<file path="src/rtl/ahb_lite_timer_slave.sv">
// AHB-Lite zero-wait timer: 32-bit down-counter with reload, one-shot mode and level IRQ.
// Define TIMER_PRESCALER_EN to add an 8-bit PRESC register at 0x10 and a tick prescaler.
module ahb_lite_timer_slave #(
   parameter int unsigned ADDR_W   = 12,
   parameter logic [31:0] LOAD_RST = 32'hFFFF_FFFF
) (
   input  logic        HCLK,
   input  logic        HRESETn,
   input  logic        HSEL,
   input  logic [31:0] HADDR,
   input  logic [1:0]  HTRANS,
   input  logic        HWRITE,
   input  logic [2:0]  HSIZE,
   input  logic [3:0]  HPROT,
   input  logic        HREADY,
   input  logic [31:0] HWDATA,
   output logic        HREADYOUT,
   output logic [31:0] HRDATA,
   output logic        HRESP,
   output logic        TIMER_IRQ
);

   localparam int unsigned WW = ADDR_W - 2;
   localparam logic [WW-1:0] WCtrl   = WW'(0);
   localparam logic [WW-1:0] WLoad   = WW'(1);
   localparam logic [WW-1:0] WValue  = WW'(2);
   localparam logic [WW-1:0] WStatus = WW'(3);

   function automatic logic [31:0] merge(input logic [31:0] old, input logic [31:0] wdata,
                                         input logic [31:0] mask);
      return (old & ~mask) | (wdata & mask);
   endfunction

   logic unused_bits;
   assign unused_bits = ^{HPROT, HADDR[31:ADDR_W], HTRANS[0]};

   // Address phase capture
   logic          accept;
   logic [3:0]    strb;
   logic          valid_q, write_q;
   logic [WW-1:0] word_q;
   logic [3:0]    strb_q;

   assign accept = HSEL & HTRANS[1] & HREADY;

   always_comb begin
      strb = 4'b1111;
      case (HSIZE)
         3'd0:    strb = 4'b0001 << HADDR[1:0];
         3'd1:    strb = HADDR[1] ? 4'b1100 : 4'b0011;
         default: strb = 4'b1111;
      endcase
   end

   always_ff @(posedge HCLK or negedge HRESETn) begin
      if (!HRESETn) begin
         valid_q <= 1'b0;
         write_q <= 1'b0;
         word_q  <= '0;
         strb_q  <= '0;
      end else if (accept) begin
         valid_q <= 1'b1;
         write_q <= HWRITE;
         word_q  <= HADDR[ADDR_W-1:2];
         strb_q  <= strb;
      end else if (HREADY) begin
         valid_q <= 1'b0;
      end
   end

   // Data phase ends on the edge where HREADY is high; commit the write only then.
   logic        wr_en;
   logic [31:0] wmask;
   assign wr_en = valid_q & write_q & HREADY;
   assign wmask = {{8{strb_q[3]}}, {8{strb_q[2]}}, {8{strb_q[1]}}, {8{strb_q[0]}}};

   // Timer registers
   logic [2:0]  ctrl_q, ctrl_d;
   logic [31:0] load_q, load_d;
   logic [31:0] value_q, value_d;
   logic        int_q, int_d;
   logic        tick;
   logic        int_set;

`ifdef TIMER_PRESCALER_EN
   localparam logic [WW-1:0] WPresc = WW'(4);
   logic [7:0] presc_q, presc_d;
   logic [7:0] pcnt_q, pcnt_d;
   logic       presc_wr;

   assign presc_wr = wr_en & (word_q == WPresc) & strb_q[0];
   assign tick     = ctrl_q[0] & (pcnt_q == presc_q);

   always_comb begin
      presc_d = presc_wr ? HWDATA[7:0] : presc_q;
      if (!ctrl_q[0] || presc_wr || tick) begin
         pcnt_d = 8'd0;
      end else begin
         pcnt_d = pcnt_q + 8'd1;
      end
   end

   always_ff @(posedge HCLK or negedge HRESETn) begin
      if (!HRESETn) begin
         presc_q <= 8'd0;
         pcnt_q  <= 8'd0;
      end else begin
         presc_q <= presc_d;
         pcnt_q  <= pcnt_d;
      end
   end
`else
   assign tick = ctrl_q[0];
`endif

   always_comb begin
      ctrl_d  = ctrl_q;
      load_d  = load_q;
      value_d = value_q;
      int_d   = int_q;
      int_set = 1'b0;
      if (tick) begin
         if (value_q != 32'd0) begin
            value_d = value_q - 32'd1;
         end else begin
            int_set = 1'b1;
            if (ctrl_q[2]) begin
               ctrl_d[0] = 1'b0;
            end else begin
               value_d = load_q;
            end
         end
      end
      // Bus writes are applied after the tick so they take priority over it.
      if (wr_en) begin
         case (word_q)
            WCtrl:   if (strb_q[0]) ctrl_d = HWDATA[2:0];
            WLoad:   load_d = merge(load_q, HWDATA, wmask);
            WValue:  value_d = merge(value_q, HWDATA, wmask);
            WStatus: if (strb_q[0] && HWDATA[0]) int_d = 1'b0;
            default: ;
         endcase
      end
      if (int_set) int_d = 1'b1;
   end

   always_ff @(posedge HCLK or negedge HRESETn) begin
      if (!HRESETn) begin
         ctrl_q  <= 3'd0;
         load_q  <= LOAD_RST;
         value_q <= 32'd0;
         int_q   <= 1'b0;
      end else begin
         ctrl_q  <= ctrl_d;
         load_q  <= load_d;
         value_q <= value_d;
         int_q   <= int_d;
      end
   end

   // Read data mux
   always_comb begin
      HRDATA = 32'd0;
      if (valid_q && !write_q) begin
         case (word_q)
            WCtrl:   HRDATA = {29'd0, ctrl_q};
            WLoad:   HRDATA = load_q;
            WValue:  HRDATA = value_q;
            WStatus: HRDATA = {31'd0, int_q};
`ifdef TIMER_PRESCALER_EN
            WPresc:  HRDATA = {24'd0, presc_q};
`endif
            default: HRDATA = 32'd0;
         endcase
      end
   end

   assign HREADYOUT = 1'b1;
   assign HRESP     = 1'b0;
   assign TIMER_IRQ = int_q & ctrl_q[1];

endmodule

</file>
<file path="config.mk">
export PLATFORM = sky130hd
export DESIGN_NAME = ahb_lite_timer_slave
export DESIGN_NICKNAME = d
export VERILOG_FILES = /design/src/rtl/ahb_lite_timer_slave.sv
export SDC_FILE = /design/constraint.sdc
export NUM_CORES = 1
export LEC_CHECK = 0
export BUFFER_PORTS_ARGS = -buffer_cell sky130_fd_sc_hd__buf_4
export CORE_ASPECT_RATIO = 1.4
export CORE_MARGIN = 1
export CORE_UTILIZATION = 34
export CTS_BUF_LIST = sky130_fd_sc_hd__clkbuf_16
export CTS_CLUSTER_SIZE = 28
export DETAILED_ROUTE_END_ITERATION = 10
export GPL_TIMING_DRIVEN = 0
export MAX_ROUTING_LAYER = met4
export PLACE_DENSITY_LB_ADDON = 0.08
export SYNTH_ARGS = -nofsm -noshare
export SYNTH_HDL_FRONTEND = slang
export SYNTH_SLANG_ARGS = --single-unit
</file>
<file path="constraint.sdc">
create_clock -name HCLK -period 2.5 [get_ports HCLK]
set_input_delay 0.125 -clock HCLK [delete_from_list [all_inputs] [get_ports HCLK]]
set_output_delay 0.125 -clock HCLK [all_outputs]
set_load 0.02 [all_outputs]
</file>
* Yosys cells after proc, flatten, opt, wreduce, memory -nomap -nowiden
Index checks and enable logic that the tools add are counted.
** Cells by class
- $add $sub $neg :: 1
- $mul :: 0
- Divide/modulo/power cells :: 0
- Order comparisons :: 0
- Eq/ne operators :: 4
- Shift-type cells :: 1
- Muxes and demuxes :: 23
- Bitwise logic cells :: 11
- Reduce and logical (&&, ||, !) cells :: 13
** Operators by type and width (number)
- 2-to-1 mux 32 bit :: 6
- case mux 32 bit (4 select lines) :: 1
- AND 32 bit :: 3
- bitwise OR 32 bit :: 2
- inverter 32 bit :: 1
- nonzero test 32 bit :: 1
- subtractor 32 x 1 -> 32 bit, second input constant :: 1
- equality test 10 x 2 -> 1 bit, second input constant :: 2
- 2-to-1 mux 1 bit :: 14
- equality test 10 x 1 -> 1 bit, second input constant :: 1
- logical NOT 10 bit :: 1
- case mux 4 bit (2 select lines) :: 1
- nonzero test 2 bit :: 4
- AND reduction 3 bit :: 2
- AND 1 bit :: 5
- 2-to-1 mux 4 bit :: 1
- left shift 1 x 2 -> 4 bit, first input constant :: 1
- equality test 3 x 1 -> 1 bit, second input constant :: 1
- logical NOT 3 bit :: 1
- logical AND 1 bit :: 2
- AND reduction 2 bit :: 1
- logical NOT 1 bit :: 1
** Storage, ports and cells
- Register bits after elaboration :: 84
- Latch bits :: 0
- Memory bits (writable) :: 0
- Bits in read-only memories :: 0
- Bits of input ports :: 78
- Logic and storage cells :: 62
- Memories kept :: 0

* Depth between registers and ports, before layout
Gate-level depths: netlist of the first run.
- Depth after elaboration :: 6
- Gate-level depth with buffers :: 9
- Depth with buffers taken out :: 7

* Worst setup path after synthesis of the first run
No wires, ideal clock.
- Path kind :: flip-flop to output port
- Start point :: reg word_q[7]
- End point :: out HRDATA[24]
- Data arrival time :: 2.405 ns
- Required time :: 2.375 ns
- Slack :: -0.030 ns
- Stages on the path, launching flop included :: 9
- Path through :: dfrtp_1 or4_1 or2_0 clkbuf_1 nor2_1 buf_2 buf_1 a22oi_1 nor2_1
** Between the ends
- Word-level cells in the longest chain between the ends :: 3
- Elaborated cells on any way between the ends :: 6
** Ends and longest elaborated chain
- start, declared :: line 41 : logic [WW-1:0] word_q;
- start signal, assigned :: line 64 : word_q <= HADDR[ADDR_W-1:2];
- equality test 10 x 2 -> 1 bit (tied with other cells) :: line 165 : case (word_q)
- case mux 32 bit (4 select lines) (*) :: line 165
- 2-to-1 mux 32 bit (*) :: line 164 : if (valid_q && !write_q) begin
- end, declared :: line 18 : output logic [31:0] HRDATA,
Mark *: on every way between the ends. The rest lies on a longest branch, timed or not.

* Worst setup path in the final report of the first run
- Start point :: reg word_q[4]
- End point :: out HRDATA[23]
Same word-level chain as after synthesis.

==> reports/results.tsv, run 1 <==
metric	value	unit
setup_tns	-3.84	ns
timing.hold.ws	0.00522	ns
synth-edff-count	0	
wire_per_inst	21.1	um
drv_slew	0	
synth_nets	643	
antenna_found_initial	0	
dieArea	16700	um2
insertion_delay	0.35	ns
grt_usage	0.240	
crit_fanout	10	
grt_pass1_wl	29600	um
relSlewSlack	0.241	
leakage	2.88	nW
fmax	0.379	GHz
cts_tree	built	
violations	setup timing	
period_needed	2.64	ns
die_w	110	um
final_area	7320	um2
ir_worst_vdd	0.000362	V
start_util	0.351	
grt_overflow	0	
clock_sinks	84	
htreeDepth	3	
antenna_left	0	
viasPerCell	5.82	
yosysWarnings	0	
path_clk_slew	0.07	ns
min_period_over_period	1.05	
avgSynthCellArea	9.78	um2
syn-instance-count	563	
worstSetupPathType	reg2out	
fin_cells	886	
grt_max_degree	85	
rsz0062_at_grt	true	
fp.dieH	153	um
finalWorstSetupSlack	-0.136	ns
fin_worst_skew	0.00770	ns
hpwl	13300	um
grt_pass1_vias	5348	
synth-main-ff-cell	dfrtp_1	
reg2reg_depth	6	
tightest_slew	1.14	ns
dpl.cell_count	844	
crit_start	word_q[4]	
drv_cap	0	
finalNetCount	765	
ff2ff_setup_slack	0.04	ns
end_kind	output pin	
worstPathRequired	2.38	ns
synth_area_leader_cell	dfrtp_1	
arrival	2.51	ns
post-place-ws	-0.609	ns
hp-class	in2async	
yosys-top-cells-area	dfrtp_1, dfstp_2, mux2_2	
coreArea	15700	um2
numCtsBuffers	9	
ys_ff_latch	84	
port-buffer-count	85	
setup_violations	32	
cts_buffer_depth	2	
synth_area	5510	um2
outcome	finished, violations left	
diodes	0	
drtIter0Drc	219	
startpoint_type	register	
routed_wl	18700	um
drc_errors	0	
root_buffer	clkbuf_16	
hold_viol_final	0	
fillers	1556	
synth.top_cell.area_share	0.236	
io_pins	113	
ys_seq_area_frac	0.389	
placed_area	6400	um2
powerDensity	570	nW/um2
vias	5160	
synth_cell_types	64	
rows	54	
drtPass1Iterations	7	
endpoint	HRDATA[23]	
final_layout_size_suffix_gt1_frac	0.457	
syn_to_final_growth	32.9	%
async_flop_share	1.00	
gp_congestion	0.885	
==> metal layers <==
layer | share of wire | GRT usage
met1 | 0.42 | 0.289
met2 | 0.51 | 0.407
met3 | 0.038 | 0.0304
met4 | 0.031 | 0.0794
met5 | 0 | -
==> layout make-up <==
class	instances	area, um2	area share
plain buffers	45	408	0.0558
clock buffers	9	225	0.0308
clock inverters	7	104	0.0142
inverters	7	26.3	0.00359
multi-input cells	420	3210	0.439
flip-flops and latches	84	2150	0.293
well taps	196	245	0.0335
repair buffers	118	950	0.130
==> cell usage after synthesis, types with 7 or more instances <==
library cell and instances:
a211oi_1 7, a21oi_1 30, a22oi_1 30, a31oi_1 21, a32oi_1 12, buf_2 7
clkbuf_1 26, clkbuf_8 9, dfrtp_1 52, dfstp_2 32, inv_1 7, mux2_2 52
mux2i_1 18, nand2_1 16, nand3_1 10, nand4_1 8, nor2_1 49, nor3_1 13
nor4_1 18, o21ai_0 24, o22ai_1 10, or3_1 7, or4_1 11
==> logic make-up after synthesis <==
logic type,Yosys count,share of synthesized area
and+or+nand+nor,178,0.189
AOI/OAI and AO/OA,166,0.205
DFF,84,0.389
muxes,71,0.143
buffers and inverters,59,0.0663
adders and majority gates,2,0.00454
other,2,0.00136
xor gates and xnor gates,1,0.00159
==> worst min path at each step <==
| stage | from | end | cells after the start |
|---|---|---|---|
| global route | HADDR[8] | word_q[6] | 2 |
| floorplan | HRESETn | asynchronous set/reset pin | 0 |
| CTS | HADDR[2] | word_q[0] | 2 |
| detailed placement | HREADY | valid_q | 2 |
| global placement | HREADY | valid_q | 2 |
| finish | HRESETn | asynchronous set/reset pin | 1 |
==> worst max-delay path, cell delays in order (launching register included) <==
cell and delay, ns:
dfrtp_1 0.39, or4_4 0.59, or2_4 0.32, or3_4 0.40, clkbuf_8 0.20, nor2_2 0.12
buf_4 0.14
==> cells in the final DEF (no fill, tap or decap), types with 11 or more instances in the layout <==
| cell | instances |
|---|---|
| a32oi_1 | 12 |
| a21oi_1 | 30 |
| a22oi_1 | 30 |
| a31oi_1 | 21 |
| dfstp_2 | 32 |
| nor2_2 | 14 |
| buf_4 | 109 |
| buf_6 | 14 |
| mux2_2 | 52 |
| dfrtp_1 | 49 |
| nor4_1 | 13 |
| clkbuf_8 | 12 |
| nor3_1 | 12 |
| mux2i_1 | 18 |
| o21ai_0 | 24 |
| nand2_1 | 11 |
| nor2_1 | 31 |
==> power by group <==
| group | internal (mW) | switching (mW) |
|---|---|---|
| logic | 0.439 | 0.534 |
| registers | 1.50 | 0.181 |
| clock network | 0.893 | 0.626 |
==> stage by stage <==
| stage | utilization | total power, mW |
|---|---|---|
| detailed placement | 0.409 | 2.55 |
| global placement | 0.409 | 2.53 |
| CTS | 0.454 | 4.15 |
| finish | 0.467 | 4.17 |
| global route | 0.467 | 4.38 |
| floorplan | - | 2.24 |
==> what timing repair did <==
item | in CTS | in global routing
hold endpoints to repair | 5 | 0
resized for setup | 65 | 31
endpoints found under the setup margin | 99 | 67
hold buffers | 5 | 0
buffers inserted | 12 | 16
pin swaps | 6 | 11
No activity file was read; power rests on OpenSTA's default activity.
==> run 2, diff against run 1 <==
- clock period: 2.5 -> 2.9 ns (I/O delays scaled with it)
==> run 2 against run 1 <==
The flow now finishes without violations. Cell area shrank 7.4%. Sequential share of layout area increased by 2.3 points. Non-clock buffer count is 26 lower. Critical path type is now reg2reg. Largest cell class unchanged. Largest power group unchanged.
==> reports/results.tsv, run 2 (synthesis results as in run 1) <==
metric	value	unit	change
drtIter0Drc	256		was 219
drv_slew	0		unchanged
period_needed	2.79	ns	
leakage	2.63	nW	was 2.88 nW
path_clk_slew	0.07	ns	about the same
clock_sinks	84		unchanged
start_util	0.351		unchanged
antenna_left	0		unchanged
coreArea	15700	um2	unchanged
hpwl	13200	um	was 13,300 um
fmax	0.359	GHz	
final_layout_size_suffix_gt1_frac	0.370		was 0.457
finalNetCount	739		was 765
dieArea	16700	um2	unchanged
fp.dieH	153	um	unchanged
wire_per_inst	21.4	um	was 21.1 um
antenna_found_initial	0		unchanged
grt_pass1_wl	29200	um	was 29,600 um
diodes	0		unchanged
hold_viol_final	0		unchanged
htreeDepth	3		unchanged
grt_pass1_vias	5208		was 5,348
grt_usage	0.236		was 0.240
cts_tree	built		unchanged
gp_congestion	0.881		was 0.885
worstSetupPathType	reg2reg		was reg2out
drtPass1Iterations	5		was 7
insertion_delay	0.35	ns	about the same
die_w	110	um	unchanged
tightest_slew	1.16	ns	was 1.14 ns
relSlewSlack	0.225		was 0.241
finalWorstSetupSlack	0.111	ns	was -0.136 ns
fin_worst_skew	0.00847	ns	was 0.00770 ns
numCtsBuffers	9		unchanged
ff2ff_setup_slack	0.11	ns	was 0.04 ns
min_period_over_period	0.962		
drv_cap	0		unchanged
io_pins	113		unchanged
crit_fanout	7		was 10
post-place-ws	-0.203	ns	was -0.609 ns
final_common_cell	buf_4		unchanged
rsz0062_at_grt	false		was true
drc_errors	0		unchanged
hp-class	in2async		unchanged
vias	5096		was 5,160
ir_worst_vdd	0.000330	V	was 0.000362 V
arrival	3.01	ns	was 2.51 ns
setup_violations	0		was 32
startpoint_type	register		unchanged
powerDensity	499	nW/um2	was 570 nW/um2
end_kind	register		was output pin
fin_util	0.432		was 0.467
rows	54		unchanged
mostFrequentLayoutCells	buf_4, mux2_2, dfrtp_1, nor2_1, dfstp_2		was buf_4, mux2_2, dfrtp_1, dfstp_2, nor2_1
port-buffer-count	85		unchanged
routed_wl	18400	um	was 18,700 um
grt_max_degree	85		unchanged
worstPathRequired	3.12	ns	was 2.38 ns
viasPerCell	5.93		was 5.82
outcome	completed		was finished, violations left
grt_overflow	0		unchanged
cts_buffer_depth	2		unchanged
root_buffer	clkbuf_16		unchanged
syn_to_final_growth	23.0	%	was 32.9%
## run 2: cell types whose count changed in the layout (fill, tap and decap cells not counted), moves of 4 or more
cell | before | now
buf_4 | 109 | 93
buf_6 | 14 | 5
clkbuf_1 | 10 | 17
dlygate4sd3_1 | 5 | 1
inv_6 | 4 | 0
nand2_1 | 11 | 16
nand2_2 | 5 | 0
nor2_1 | 31 | 47
nor2_2 | 14 | 2
nor2_4 | 4 | 0
or4_1 | 5 | 9
or4_4 | 8 | 4
## run 2: worst paths after layout
| kind | from | to | cells after the start |
|---|---|---|---|
| max in group asynchronous | HRESETn | asynchronous set/reset pin | 1 |
| worst max-delay path | register | register | 8 |
| min in group HCLK | HWRITE | write_q | 2 |
| worst min-delay path | HRESETn | asynchronous set/reset pin | 1 |
| worst min register to register | word_q[5] | word_q[5] | 1 |
| worst max register to register | register | register | 8 |
## run 2: repair_timing
action | CTS | global route
hold buffers | 1 | 0
endpoints found under the hold margin | 1 | 0
setup endpoints to repair | 68 | 50
pin swaps | 0 | 1
resized for setup | 22 | 8
buffers inserted | 0 | 1
## run 2: where the power goes
part / internal, mW / switching [mW]
Sequential: 1.29 / 0.156
Combinational: 0.337 / 0.437
Clock: 0.658 / 0.501
## run 2: worst max-delay path: stages, from the launching register on
cell	delay, ns
dfrtp_1	0.46
inv_1	0.14
ha_1	0.23
or3b_2	0.46
clkbuf_1	0.25
nor4_4	0.44
nand4_1	0.23
a221oi_1	0.34
a21oi_1	0.12
## run 2: final cells by class
cell class              instances  area [um2]
multi-input cells             420        3040
fillers                      1561        8900
flip-flops and latches         84        2140
inverters                       7        26.3
clock inverters                 7        61.3
repair buffers                 87         656
clock buffers                   9         225
well taps                     196         245
plain buffers                  50         375
## run 2: stage by stage
| stage | instance area (um2) | instances | power (mW) | TNS [ns] | hold slack (ns) |
|---|---|---|---|---|---|
| 2_1_floorplan | 5510 | 563 | 1.93 | 0 | -0.151 |
| 3_3_place_gp | 6390 | 844 | 2.19 | -3.72 | 0.356 |
| 3_5_place_dp | 6390 | 844 | 2.20 | -3.52 | 0.364 |
| 4_1_cts | 6740 | 860 | 3.37 | 0 | 0.0182 |
| 5_1_grt | 6780 | 860 | 3.53 | 0 | 0.0215 |
| 6_report | 6780 | 860 | 3.38 | 0 | 0.0282 |
## run 2: per-layer routing
metal  GRT usage  part of all wire  wire, um
met1       0.293              0.42      7790
met2       0.388              0.51      9330
met3      0.0334             0.042       779
met4      0.0825             0.027       496
met5           -                 0         0
